### config.mk
export PLATFORM = sky130hd
export DESIGN_NAME = mips_mem_port
export DESIGN_NICKNAME = d
export VERILOG_FILES = /design/src/rtl/mips_mem_pkg.sv /design/src/rtl/mem_timeout_ctr.sv /design/src/rtl/mips_mem_port.sv
export SDC_FILE = /design/constraint.sdc
export NUM_CORES = 1
export LEC_CHECK = 0
export CAP_MARGIN = 20
export CORE_AREA = 4 4 127 117
export DETAILED_ROUTE_END_ITERATION = 7
export DIE_AREA = 0 0 131 121
export PLACE_DENSITY = 0.84
export SLEW_MARGIN = 10
export SYNTH_ARGS = -nofsm -noshare
export SYNTH_HDL_FRONTEND = slang
export SYNTH_HIERARCHICAL = 1
export SYNTH_SLANG_ARGS = --single-unit
### constraint.sdc
create_clock -name clk -period 5.3 [get_ports clk]
set_input_delay 1.59 -clock clk [delete_from_list [all_inputs] [get_ports clk]]
set_output_delay 1.59 -clock clk [all_outputs]
set_load 0.05 [all_outputs]
### src/rtl/mips_mem_pkg.sv
// Shared encodings and constants for the MIPS multicycle memory port.
package mips_mem_pkg;

  typedef enum logic [1:0] {
    ST_IDLE = 2'b00,
    ST_BUSY = 2'b01,
    ST_DONE = 2'b10
  } mem_state_t;

  localparam int unsigned TIMEOUT_CYCLES_DEFAULT = 15;

  // Clears the byte-offset bits of a word address.
  localparam logic [31:0] WORD_ALIGN_MASK = 32'hFFFF_FFFC;

  function automatic logic is_word_aligned(input logic [31:0] addr);
    return (addr & ~WORD_ALIGN_MASK) == 32'h0;
  endfunction

endpackage

### src/rtl/mem_timeout_ctr.sv
// Counts BUSY cycles spent waiting for memory; expired flags the cycle whose
// increment would bring the count up to the limit.
module mem_timeout_ctr (
  input  logic       clk,
  input  logic       reset,
  input  logic       clear,
  input  logic       enable,
  input  logic [7:0] limit,
  output logic       expired
);

  logic [7:0] count;

  // NOTE: sequential state is written with <= only, so every flop in the
  // design samples its inputs from before the edge.
  always_ff @(posedge clk) begin
    if (!reset || clear) begin
      count <= 8'd0;
    end else if (enable) begin
      count <= count + 8'd1;
    end
  end

  assign expired = enable && (({1'b0, count} + 9'd1) == {1'b0, limit});

endmodule

### src/rtl/mips_mem_port.sv
// Memory port between the MIPS multicycle control unit and an external
// handshaked memory. Optional build macro: MEM_ALIGN_CHECK_EN.
module mips_mem_port
  import mips_mem_pkg::*;
#(
  parameter int unsigned TIMEOUT_CYCLES = TIMEOUT_CYCLES_DEFAULT
) (
  input  logic        clk,
  input  logic        reset,
  input  logic [31:0] PC,
  input  logic [31:0] ALUOut,
  input  logic [31:0] B,
  input  logic        IorD,
  input  logic        MemRead,
  input  logic        MemWrite,
  input  logic        IRWrite,
  output logic [31:0] Instr,
  output logic [31:0] Data,
  output logic        Stall,
  output logic        mem_req,
  output logic        mem_we,
  output logic [31:0] mem_addr,
  output logic [31:0] mem_wdata,
  input  logic [31:0] mem_rdata,
  input  logic        mem_ready,
  output logic        bus_err,
  output logic        align_err
);

  localparam logic [7:0] TIMEOUT_LIMIT = 8'(TIMEOUT_CYCLES);

  mem_state_t  state;
  logic [31:0] addr_q;
  logic [31:0] wdata_q;
  logic        we_q;
  logic        irw_q;

  logic        strobe;
  logic [31:0] req_addr;
  logic        ctr_clear;
  logic        ctr_enable;
  logic        expired;

  assign strobe     = MemRead | MemWrite;
  assign req_addr   = IorD ? ALUOut : PC;
  assign ctr_clear  = (state == ST_IDLE) && strobe;
  assign ctr_enable = (state == ST_BUSY) && !mem_ready;

  mem_timeout_ctr u_timeout (
    .clk     (clk),
    .reset   (reset),
    .clear   (ctr_clear),
    .enable  (ctr_enable),
    .limit   (TIMEOUT_LIMIT),
    .expired (expired)
  );

`ifdef MEM_ALIGN_CHECK_EN
  logic align_q;
`endif

  always_ff @(posedge clk) begin
    if (!reset) begin
      // NOTE: every register here, including Instr and Data, has a defined
      // reset value; a reset mid-transaction simply drops the transfer.
      state   <= ST_IDLE;
      Instr   <= 32'h0;
      Data    <= 32'h0;
      addr_q  <= 32'h0;
      wdata_q <= 32'h0;
      we_q    <= 1'b0;
      irw_q   <= 1'b0;
      bus_err <= 1'b0;
`ifdef MEM_ALIGN_CHECK_EN
      align_q <= 1'b0;
`endif
    end else begin
      bus_err <= 1'b0;
`ifdef MEM_ALIGN_CHECK_EN
      align_q <= 1'b0;
`endif
      case (state)
        ST_IDLE: begin
          if (strobe) begin
            addr_q  <= req_addr;
            wdata_q <= B;
            we_q    <= MemWrite;  // read+write together resolves to a write
            irw_q   <= IRWrite;
`ifdef MEM_ALIGN_CHECK_EN
            if (!is_word_aligned(req_addr)) begin
              align_q <= 1'b1;
              state   <= ST_DONE;
            end else begin
              state <= ST_BUSY;
            end
`else
            state <= ST_BUSY;
`endif
          end
        end
        ST_BUSY: begin
          // Completion is checked first so a late ready still beats the abort.
          if (mem_ready) begin
            if (!we_q) begin
              Data <= mem_rdata;
              if (irw_q) begin
                Instr <= mem_rdata;
              end
            end
            state <= ST_DONE;
          end else if (expired) begin
            bus_err <= 1'b1;
            state   <= ST_DONE;
          end
        end
        ST_DONE: state <= ST_IDLE;
        default: state <= ST_IDLE;
      endcase
    end
  end

  assign Stall     = (state == ST_BUSY) || ((state == ST_IDLE) && strobe);
  assign mem_req   = (state == ST_BUSY);
  assign mem_we    = we_q;
  assign mem_wdata = wdata_q;

`ifdef MEM_ALIGN_CHECK_EN
  assign mem_addr  = addr_q;
  assign align_err = align_q;
`else
  assign mem_addr  = addr_q & WORD_ALIGN_MASK;
  assign align_err = 1'b0;
`endif

endmodule

* Yosys cells after proc, flatten, opt, wreduce, memory -nomap -nowiden
Cells that the tools add are included.
** Word-level totals
- Register bits :: 141
- Bits in latches :: 0
- RAM bits :: 0
- Bits in read-only memories :: 0
- Bits of input ports :: 135
- Output and inout port bits :: 133
- Word-level logic and storage cells :: 38
- Memories :: 0
** Cells by class
- $add $sub $neg :: 2
- $mul :: 0
- Divide/modulo/power cells :: 0
- Order comparisons :: 0
- Eq/ne operators :: 4
- Shift operators :: 0
- Mux-type cells :: 6
- Bitwise gates (word level) :: 4
- Reductions and logical operators :: 13
** Operators by type and width (number)
- $mux 32 :: 1
- $add 8x1->9 const B :: 1
- $eq 9x4->1 const B :: 1
- $add 8x1->8 const B :: 1
- $mux 2 :: 3
- $pmux 2 s2 :: 1
- $reduce_and 2->1 :: 2
- $reduce_and 4->1 :: 1
- $logic_and 1x1->1 :: 3
- $ne 3x1->1 const B :: 1
- $not 1->1 :: 3
- $reduce_and 3->1 :: 1
- $reduce_or 3->1 :: 1
- $eq 2x1->1 const B :: 1
- $logic_not 1->1 :: 2
- $logic_not 2->1 :: 1
- $logic_or 1x1->1 :: 2
- $ne 2x2->1 const B :: 1
- $mux 1 :: 1
- $or 1x1->1 :: 1

* Depth between registers and ports, before layout
- Depth in word-level cells :: 6
- Gate-level depth with buffers :: 8
- Mapped depth without buffers :: 7

* Modules after synthesis
Netlist, hierarchy kept.
** By module, submodules not included
- mips_mem_port :: instances 1, cells an instance 602, area an instance 5410.2 µm²
- mem_timeout_ctr :: instances 1, cells an instance 71, area an instance 604.3 µm²

* Worst setup path before layout
Ideal clock, no wire load.
- Kind :: input to output
- Start point :: input MemWrite
- End point :: output Stall
- Arrival time :: 2.889 ns
- Data required time :: 3.710 ns
- Setup slack :: 0.821 ns
- Stages on the path :: 3
- Cell sequence :: nor2_4 clkbuf_1 o21ai_0
** Between the ends
- Word-level cells in the longest chain between the ends :: 3
** RTL lines
- start, declared :: RTL line mips_mem_port.sv:15 : input logic MemWrite,
- $or 1x1->1 :: RTL line mips_mem_port.sv:44 : assign strobe = MemRead | MemWrite;
- $logic_and 1x1->1 :: RTL line mips_mem_port.sv:122 : assign Stall = (state == ST_BUSY) || ((state == ST_IDLE) && strobe);
- $logic_or 1x1->1 :: RTL line mips_mem_port.sv:122
- end, declared :: RTL line mips_mem_port.sv:19 : output logic Stall,
No other way between the ends.

* Worst setup path in the final report
Same ends and word-level chain as after synthesis.

==> results.cfg <==
[floorplan]
io_pins = 268
die_x_um = 131
core_area_mm2 = 0.0137
die_area_mm2 = 0.0159
die_y_um = 121
num_rows = 41
start_util_pct = 43.9

[drt]
viasPerCell = 5.34
drtAntennaViolNets = 0
vias = 5825
avgRoutedWirePerCell_um = 17.4
met3WireLength_um = 1390
met2_length_um = 9350
top_layer_used = met4
wl_um = 18900
drt_pass1_iterations = 5
remaining_drc_errors = 0
wirelength_met1_um = 7890
drtIter0Drc = 379

[place]
placed_cells = 1058
hpwl_um = 12700
globalplace.congestion = 0.838
portBuffers = 260

[sta]
slew_viol_final = 0
setup_viol = 0
hold_ws_ns = 0.445
period_minus_slack_ns = 4.16
maxClockFrequency_mhz = 240
relSlewSlack_pct = 40.0
rsz0062_at_grt = false
finalClockSkew_ns = 0.00624
worst_slew_pin_slew_ns = 0.900
tns_ns = 0
fin_crit_sh_pct = 78.5
final_hold_viol_count = 0

[yosys]
synthAdderAreaFrac_pct = 0.208
ys_seq_area_share_pct = 46.3
synth_edf_count = 0
yosys.area_share.simple_pct = 17.6
syn_avg_cell_area_um2 = 8.94
synth_top_family_by_area = compound AO/OA/AOI/OAI gates
synthXorXnorAreaFrac_pct = 1.75
synth-async-reset-ratio_pct = 0
synth.distinct_cells = 47
yosys-mux-area-fraction_pct = 5.16
synth-seq-cells = 139
syn_inst = 673
ys.flop_type = dfxtp_1
ys_warn_count = 6
synth_area_mm2 = 0.00601
synth_compound_area_share_pct = 20.7

[setup_path]
cp_max_fo = 3
worstPathRequired_ns = 3.71
r2r_end = state[0]$_SDFFE_PN0P_
r2r_setup_slack_ns = 3.04
critPathKind = in -> out
startpoint_type = primary input
arrival_ns = 2.57
max_stage_delay_ns = 0.53
regToRegStartpoint = state[0]$_SDFFE_PN0P_
slowest_stage = clkdlybuf4s50_1
cp_cell_sequence = clkdlybuf4s50_1, nor2_4, o21ai_0, buf_4
worst_r2r_path_depth = 6
worst_setup_path_end_kind = output port

[cts]
cts_tree = built
root_buffer = clkbuf_16
cts_inserted_buffers = 17
cts_setup_buffers = 0
cts.reportedPaths.clkPinSlew_ns = 0.06
cts.htree.levels = 4
hold_buffers = 0
clk_latency_ns = 0.42
cts_max_path_buffers = 2
cts_sinks = 139
cts_resized = 0

[hold_path]
hold_path_end = Instr[20]$_SDFFE_PN0P_
worstHoldStart = Instr[20]$_SDFFE_PN0P_
whs_path_depth = 2
min-delay-path-class = reg -> reg

[job]
cap_violations = 0

[global_routing]
grt_pass1_vias = 5551
grt_pass1_wl_um = 29000
gr-total-overflow = 0
track_usage_pct = 23.1
grt_max_degree = 69
antenna_found_initial = 0

[power_and_ir_drop]
p_sw_w = 0.000914
pwr-share-clk_pct = 39.4
powerDensity_mw_per_mm2 = 332
swShare_pct = 30.4
p_comb_share_pct = 22.7
leakagePower_nw = 3.23
ir_worst_vdd_mv = 0.237
p_int_w = 0.00210
p_seq_share_pct = 37.9

[layout]
nets = 1041
multi_input_area_mm2 = 0.00280
diodes = 0
seqCellArea_mm2 = 0.00278
finalNonFillerCells = 1090
nFillCells = 1112
area_delta_synth_final_pct = 50.7
drive_gt1_share_pct = 9.59

[status]
status = finished, final reports clean
## critical path, delay by kind of cell
family                 cells  cell delay, ns
AO/OA/AOI/OAI              1            0.16
buffers and inverters      2            0.76
AND/OR/NAND/NOR            1            0.06
## placed cells by master (no fill, tap or decap), types with 3 or more instances in the layout
cell             instances
nand4_1                 35
clkinvlp_4               3
clkbuf_1                 3
o21ai_1                 37
xor2_1                   8
clkbuf_16               17
o21ai_0                 34
a211oi_1                28
buf_4                   11
xnor2_1                  4
nor2_1                   8
a21oi_1                 66
nand2_1                100
conb_1                  17
dfxtp_1                139
clkbuf_8                 3
a21oi_2                 32
clkdlybuf4s50_1        257
clkinv_4                 3
nor2_4                   3
mux2i_1                 31
nand3_1                 34
## area by class of cell
type | count | share of cell area [%]
clock buffers | 23 | 5.27
clock inverters | 9 | 1.26
inverters | 3 | 0.152
multi-input cells | 474 | 30.8
flip-flops and latches | 139 | 30.7
well taps | 172 | 2.37
repair buffers | 270 | 29.4
## power groups by stage
| stage | clock network [W] | logic (W) | registers [W] |
|---|---|---|---|
| 3_5_place_dp | 0 | 0.000682 | 0.00116 |
| 6_report | 0.00119 | 0.000684 | 0.00114 |
| 3_3_place_gp | 0 | 0.000677 | 0.00116 |
| 5_1_grt | 0.00125 | 0.000722 | 0.00115 |
| 2_1_floorplan | 0 | 0.000226 | 0.00137 |
| 4_1_cts | 0.00120 | 0.000687 | 0.00114 |
## synth_stat cells (3+ instances only)
library cell | instances | area share (%)
buf_6 | 8 | 1.5
o21ai_1 | 37 | 3.1
buf_2 | 25 | 2.1
nand3_1 | 34 | 2.8
nor2_1 | 8 | 0.50
mux2i_1 | 31 | 5.2
a211oi_1 | 28 | 3.5
clkbuf_2 | 3 | 0.25
buf_4 | 13 | 1.6
dfxtp_1 | 139 | 46
buf_8 | 6 | 1.5
a21oi_2 | 32 | 4.7
nor2_4 | 3 | 0.56
o21ai_0 | 34 | 2.8
xnor2_1 | 4 | 0.58
xor2_1 | 8 | 1.2
nand4_1 | 35 | 3.6
a21oi_1 | 66 | 5.5
nand2_1 | 100 | 6.2
clkbuf_1 | 17 | 1.1
## cell families (layout without fill, tap and decap cells)
logic type	Yosys count	in the layout
AO/OA/AOI/OAI	205	205
AND/OR/NAND/NOR	208	208
XOR/XNOR	12	12
flip-flops	139	139
other	2	17
adder cells (fa/ha/maj)	1	1
buffers and inverters	75	305
multiplexers	31	31
## sequential cells by signal, indices dropped and copies added (netlist names)
register         count
mem_we               1
mem_wdata           32
Instr               32
Data                32
state                2
addr_q              30
bus_err              1
u_timeout/count      8
irw_q                1
## worst max-delay path by stage
stage / to / start / depth (start not counted)
2_1_floorplan: Stall / MemWrite / 3
3_3_place_gp: Stall / MemWrite / 4
3_5_place_dp: Stall / MemWrite / 4
4_1_cts: Stall / MemWrite / 4
5_1_grt: Stall / MemWrite / 4
6_report: Stall / MemWrite / 4
## metrics by stage
step	worst slack, ns	area (um2)	util, %	total power (W)
4_1_cts	1.12	9060	66.2	0.00303
3_5_place_dp	1.12	8470	61.9	0.00184
5_1_grt	1.09	9060	66.2	0.00312
2_1_floorplan	0.821	6070	-	0.00159
6_report	1.14	9060	66.2	0.00301
3_3_place_gp	1.16	8470	61.9	0.00184
## routing by layer
metal	track usage [%]	vias to the layer above
met4	7.20	0
li1	-	2841
met2	38.0	206
met5	0	-
met3	7.83	22
met1	28.4	2756
(Power assumes the default switching activity.)
